<file path="config.mk">
export PLATFORM = sky130hd
export DESIGN_NAME = ifu_fetch_flat
export DESIGN_NICKNAME = d
export VERILOG_FILES = /design/src/rtl/ifu_fetch_if.sv /design/src/rtl/ifu_fetch.sv /design/src/flat_wrapper.sv
export SDC_FILE = /design/constraint.sdc
export NUM_CORES = 1
export LEC_CHECK = 0
export BUFFER_PORTS_ARGS = -buffer_cell sky130_fd_sc_hd__buf_4
export CAP_MARGIN = 0
export CORE_ASPECT_RATIO = 0.7
export CORE_MARGIN = 2
export CORE_UTILIZATION = 52
export DETAILED_ROUTE_END_ITERATION = 12
export PLACE_DENSITY = 0.84
export SYNTH_ARGS = -nofsm -noshare
export SYNTH_HDL_FRONTEND = slang
export SYNTH_SLANG_ARGS = --single-unit
</file>
<file path="constraint.sdc">
create_clock -name clk -period 12.9 [get_ports clk]
set_input_delay 1.935 -clock clk [delete_from_list [all_inputs] [get_ports clk]]
set_output_delay 1.935 -clock clk [all_outputs]
set_load 0.1 [all_outputs]
</file>
<file path="src/rtl/ifu_fetch_if.sv">
// Fetch-unit bus: instruction-memory request/response, decode-side instruction
// and commit feedback. The master is the fetch unit; the slave is its environment.
interface ifu_fetch_if #(
   parameter int XLEN = 32
);
   logic            mem_req_valid;
   logic            mem_req_ready;
   logic [XLEN-1:0] mem_req_addr;
   logic            mem_rsp_valid;
   logic [XLEN-1:0] mem_rsp_data;
   logic            inst_valid;
   logic [XLEN-1:0] inst;
   logic [XLEN-1:0] inst_pc;
   logic            commit_valid;
   logic [XLEN-1:0] commit_pc;
   logic            fetch_misalign;
   logic [31:0]     fetch_count;

   modport master (
      output mem_req_valid, mem_req_addr, inst_valid, inst, inst_pc,
             fetch_misalign, fetch_count,
      input  mem_req_ready, mem_rsp_valid, mem_rsp_data, commit_valid, commit_pc
   );

   modport slave (
      input  mem_req_valid, mem_req_addr, inst_valid, inst, inst_pc,
             fetch_misalign, fetch_count,
      output mem_req_ready, mem_rsp_valid, mem_rsp_data, commit_valid, commit_pc
   );
endinterface

</file>
<file path="src/rtl/ifu_fetch.sv">
// Instruction fetch unit: owns the PC, fetches one word at a time and holds it
// for decode until the core commits the next PC.
module ifu_fetch #(
   parameter int              XLEN     = 32,
   parameter logic [XLEN-1:0] RESET_PC = 32'h8000_0000
) (
   input  logic      clk,
   input  logic      rst,
   ifu_fetch_if.master fetch_if
);

   typedef enum logic [2:0] {BOOT, REQ, WAIT, HOLD, ERR} state_t;

   state_t          state_q, state_d;
   logic [XLEN-1:0] pc_q, pc_d;
   logic [XLEN-1:0] inst_q, inst_d;
   logic [XLEN-1:0] inst_pc_q, inst_pc_d;
   logic            misalign_q, misalign_d;
   logic [31:0]     fetch_count_q, fetch_count_d;

   always_ff @(posedge clk or posedge rst) begin
      if (rst) begin
         state_q       <= BOOT;
         pc_q          <= RESET_PC;
         inst_q        <= '0;
         inst_pc_q     <= '0;
         misalign_q    <= 1'b0;
         fetch_count_q <= '0;
      end else begin
         state_q       <= state_d;
         pc_q          <= pc_d;
         inst_q        <= inst_d;
         inst_pc_q     <= inst_pc_d;
         misalign_q    <= misalign_d;
         fetch_count_q <= fetch_count_d;
      end
   end

   always_comb begin
      state_d       = state_q;
      pc_d          = pc_q;
      inst_d        = inst_q;
      inst_pc_d     = inst_pc_q;
      misalign_d    = misalign_q;
      fetch_count_d = fetch_count_q;
      case (state_q)
         BOOT: state_d = REQ;
         REQ: begin
            if (fetch_if.mem_req_ready) state_d = WAIT;
         end
         WAIT: begin
            if (fetch_if.mem_rsp_valid) begin
               inst_d        = fetch_if.mem_rsp_data;
               inst_pc_d     = pc_q;
               fetch_count_d = fetch_count_q + 32'd1;
               state_d       = HOLD;
            end
         end
         HOLD: begin
            if (fetch_if.commit_valid) begin
               // A misaligned target is a dead end: keep the old PC and stop fetching.
               if (fetch_if.commit_pc[1:0] == 2'b00) begin
                  pc_d    = fetch_if.commit_pc;
                  state_d = REQ;
               end else begin
                  misalign_d = 1'b1;
                  state_d    = ERR;
               end
            end
         end
         ERR:     state_d = ERR;
         default: state_d = BOOT;
      endcase
   end

   assign fetch_if.mem_req_valid  = (state_q == REQ);
   assign fetch_if.mem_req_addr   = pc_q;
   assign fetch_if.inst_valid     = (state_q == HOLD);
   assign fetch_if.inst           = inst_q;
   assign fetch_if.inst_pc        = inst_pc_q;
   assign fetch_if.fetch_misalign = misalign_q;
   assign fetch_if.fetch_count    = fetch_count_q;

endmodule

</file>
<file path="src/flat_wrapper.sv">
// flat-port wrapper written by rule: the top's interface ports become plain ports
module ifu_fetch_flat 
#(
   parameter int              XLEN     = 32,
   parameter logic [XLEN-1:0] RESET_PC = 32'h8000_0000
)
  (clk, rst, fetch_if_mem_req_valid, fetch_if_mem_req_addr, fetch_if_inst_valid, fetch_if_inst, fetch_if_inst_pc, fetch_if_fetch_misalign, fetch_if_fetch_count, fetch_if_mem_req_ready, fetch_if_mem_rsp_valid, fetch_if_mem_rsp_data, fetch_if_commit_valid, fetch_if_commit_pc);
  ifu_fetch_if #(.XLEN(XLEN)) fetch_if_i ();
  input  logic clk;
  input  logic rst;
  output wire logic [$bits(fetch_if_i.mem_req_valid)-1:0] fetch_if_mem_req_valid;
  output wire logic [$bits(fetch_if_i.mem_req_addr)-1:0] fetch_if_mem_req_addr;
  output wire logic [$bits(fetch_if_i.inst_valid)-1:0] fetch_if_inst_valid;
  output wire logic [$bits(fetch_if_i.inst)-1:0] fetch_if_inst;
  output wire logic [$bits(fetch_if_i.inst_pc)-1:0] fetch_if_inst_pc;
  output wire logic [$bits(fetch_if_i.fetch_misalign)-1:0] fetch_if_fetch_misalign;
  output wire logic [$bits(fetch_if_i.fetch_count)-1:0] fetch_if_fetch_count;
  input wire logic [$bits(fetch_if_i.mem_req_ready)-1:0] fetch_if_mem_req_ready;
  input wire logic [$bits(fetch_if_i.mem_rsp_valid)-1:0] fetch_if_mem_rsp_valid;
  input wire logic [$bits(fetch_if_i.mem_rsp_data)-1:0] fetch_if_mem_rsp_data;
  input wire logic [$bits(fetch_if_i.commit_valid)-1:0] fetch_if_commit_valid;
  input wire logic [$bits(fetch_if_i.commit_pc)-1:0] fetch_if_commit_pc;
  assign fetch_if_mem_req_valid = fetch_if_i.mem_req_valid;
  assign fetch_if_mem_req_addr = fetch_if_i.mem_req_addr;
  assign fetch_if_inst_valid = fetch_if_i.inst_valid;
  assign fetch_if_inst = fetch_if_i.inst;
  assign fetch_if_inst_pc = fetch_if_i.inst_pc;
  assign fetch_if_fetch_misalign = fetch_if_i.fetch_misalign;
  assign fetch_if_fetch_count = fetch_if_i.fetch_count;
  assign fetch_if_i.mem_req_ready = fetch_if_mem_req_ready;
  assign fetch_if_i.mem_rsp_valid = fetch_if_mem_rsp_valid;
  assign fetch_if_i.mem_rsp_data = fetch_if_mem_rsp_data;
  assign fetch_if_i.commit_valid = fetch_if_commit_valid;
  assign fetch_if_i.commit_pc = fetch_if_commit_pc;
  ifu_fetch #(.XLEN(XLEN), .RESET_PC(RESET_PC)) u_core (.clk(clk), .rst(rst), .fetch_if(fetch_if_i));
endmodule
</file>
==> flow_metrics.env <==
export IMPL_gr_total_overflow=0
export IMPL_yosysTopAreaCell="dfrtp_1"
export IMPL_post_cts_buffers=0
export IMPL_ys_types=30
export IMPL_grt_max_degree=72
export IMPL_synthCells=489
export IMPL_cp_num_cells=2
export IMPL_syn_area_per_cell_um2=10.7
export IMPL_cts_hold_buf=0
export IMPL_synth_async_reset_ratio=1.00
export IMPL_cts_resized=0
export IMPL_slew_violations=0
export IMPL_grt_busiest_layer="met2"
export IMPL_gr_usage_met1=0.330
export IMPL_grt_met2_usage=0.420
export IMPL_die_area_um2=10900
export IMPL_timing_final_hold_violations=0
export IMPL_maxSlewHeadroom=0.255
export IMPL_syn_to_final_growth_pct=43.5
export IMPL_synth_top_area_frac=0.628
export IMPL_synth_warnings=0
export IMPL_setup_viol=0
export IMPL_drc=0
export IMPL_drv_cap=0
export IMPL_rows=30
export IMPL_setup_tns_final_ns=0
export IMPL_grt_use_met3=0.105
export IMPL_min_period_ns=3.43
export IMPL_via_per_inst=5.21
export IMPL_synth_nets=559
export IMPL_yosys_cell_count_top_type="nand2_1"
export IMPL_fillerInstances=642
export IMPL_grt_pass1_vias=4348
export IMPL_synth_edf_count=0
export IMPL_cts_buffers=17
export IMPL_synth_area_top_cells="dfrtp_1 63%, nand2_1 15%, mux2_2 6.5%, xnor2_1 4.5%, nand4_1 2.3%"
export IMPL_start_kind="flop"
export IMPL_cp_data_arrival_time_ns=1.49
export IMPL_fmax_mhz=292
export IMPL_yosys_top_cells_count="203 x nand2_1, 131 x dfrtp_1, 30 x mux2_2"
export IMPL_yosys_most_used_dff="dfrtp_1"
export IMPL_start_util=0.537
export IMPL_dr_pass1_iters=5
export IMPL_r2r_end="u_core.fetch_if.fetch_count[11]"
export IMPL_netlist_area_um2=5220
export IMPL_ys_ff_latch=132
export IMPL_ys_seq_area_frac=0.633
export IMPL_hpwlAfterDp_mm=9.23
export IMPL_cts_sinks=132
export IMPL_critPathRequiredTime_ns=10.97
export IMPL_worst_slew_pin_slew_ns=1.11
export IMPL_fin_crit_sh=0.266
export IMPL_rsz0062_at_grt="false"
export IMPL_clockBufferDepth=2
export IMPL_hp_class="reg -> reg"
export IMPL_nNetsFinal=758
export IMPL_antenna_cells=0
export IMPL_grt_use_total=0.263
export IMPL_crit_buf_inv=1
export IMPL_timing_rr_start="u_core.state_q[2]"
export IMPL_drive_above_1_share=0.389
export IMPL_root_buffer="clkbuf_16"
export IMPL_worstPathCellList="nor3b_1 -> buf_4"
export IMPL_gp_congestion=0.784
export IMPL_multiInputGateArea_um2=1840
export IMPL_worstPathMaxFanout=9
export IMPL_regArea_um2=3300
export IMPL_ant_nets=0
export IMPL_reg2reg_depth=4
export IMPL_grt_pass1_wl_mm=21.7
export IMPL_hp_start="u_core.fetch_if.fetch_misalign"
export IMPL_wl_mm=13.6
export IMPL_status="completed"
export IMPL_drt_iter0_drc=339
export IMPL_max_stage_delay_ns=0.51
export IMPL_cts_tree="done"
export IMPL_boundaryPins=200
export IMPL_worst_setup_path_end_kind="output port"
export IMPL_port_buffers=199
export IMPL_die_w_um=124
export IMPL_clock_latency_ns=0.42
export IMPL_skew_ns=0.0111
export IMPL_r2r_setup_slack_ns=10.53
export IMPL_clkTransAtPathRegs_ns=0.05
export IMPL_crit_family="flip-flops"
export IMPL_whs_path_depth=1
export IMPL_drt_wirelength_per_cell_um=16.4
export IMPL_cp_slowest_cell="dfrtp_1"
export IMPL_cts_max_level=4
export IMPL_core_area_um2=9720
export IMPL_num_vias=4316
export IMPL_crit_type="reg -> out"
export IMPL_fp_dieH_um=87.8
export IMPL_antenna_found_initial=0
export IMPL_holdPathEnd="u_core.fetch_if.fetch_misalign"
-- sequential cells by signal, summed over array words and instances (netlist names) --
name	cells
u_core.fetch_if.fetch_count	32
u_core.state_q	3
u_core.fetch_if.inst_pc	32
u_core.fetch_if.inst	32
u_core.fetch_if.fetch_misalign	1
u_core.fetch_if.mem_req_addr	32
-- layer usage --
layer  share of wire  vias to the layer above
met3            0.10                       18
met4           0.013                        0
li1                -                     1987
met5               0                        -
met2            0.49                      192
met1            0.40                     2119
-- final cells by class --
class                   count  share of cell area
flip-flops and latches    132               0.441
multi-input cells         332               0.246
inverters                   2             0.00134
well taps                 128              0.0214
repair buffers            203               0.204
clock buffers              20              0.0624
clock inverters            12              0.0237
-- stage by stage --
stage / setup WS (ns) / cells / utilization / area [um2] / hold WS, ns
2_1_floorplan: 7.44 / 489 / - / 5220 / 0.534
3_3_place_gp: 9.20 / 797 / 0.704 / 6840 / 0.460
3_5_place_dp: 9.10 / 797 / 0.704 / 6840 / 0.463
4_1_cts: 9.44 / 829 / 0.770 / 7480 / 0.476
5_1_grt: 9.30 / 829 / 0.770 / 7480 / 0.502
6_report: 9.47 / 829 / 0.770 / 7480 / 0.471
-- placed cells by master (no fill, tap or decap) --
cell	n
nand2_1	203
buf_4	203
dfrtp_1	131
mux2_2	30
xnor2_1	27
nand4_1	19
clkbuf_16	17
nand3_1	12
nor2_1	9
and3_1	7
xor2_1	4
clkinv_4	4
bufinv_16	4
and2_1	3
clkinv_2	3
clkbuf_8	3
and4_1	2
nand3b_1	2
a21oi_1	2
nand4bb_4	1
nor4bb_4	1
nor4_4	1
nor3_2	1
inv_1	1
nor4_2	1
nor3_1	1
and3b_1	1
nor3b_1	1
inv_4	1
o2111ai_1	1
a21o_1	1
or2_2	1
ha_1	1
clkinvlp_4	1
dfstp_2	1
-- logic make-up after synthesis --
kind of cell | after synthesis | share of synthesized area
simple gates | 266 | 0.223
buf+inv | 25 | 0.0194
xor+xnor | 31 | 0.0521
mux | 30 | 0.0648
compound gates | 4 | 0.00504
fa+ha+maj | 1 | 0.00240
flops | 132 | 0.633
-- how the worst max path moves through the flow --
stage / end / from
floorplan: u_core.fetch_if.fetch_count[0] / rst
global placement: u_core.fetch_if.inst_pc[9] / fetch_if_mem_rsp_valid
detailed placement: u_core.fetch_if.inst[11] / fetch_if_mem_rsp_valid
CTS: fetch_if_mem_req_valid / u_core.state_q[0]
global route: u_core.fetch_if.inst_pc[10] / fetch_if_mem_rsp_valid
finish: fetch_if_mem_req_valid / u_core.state_q[0]
Power is left out: the tool's default activity adds up to more than one toggle a clock period on the data nets, which glitch-free logic cannot reach.
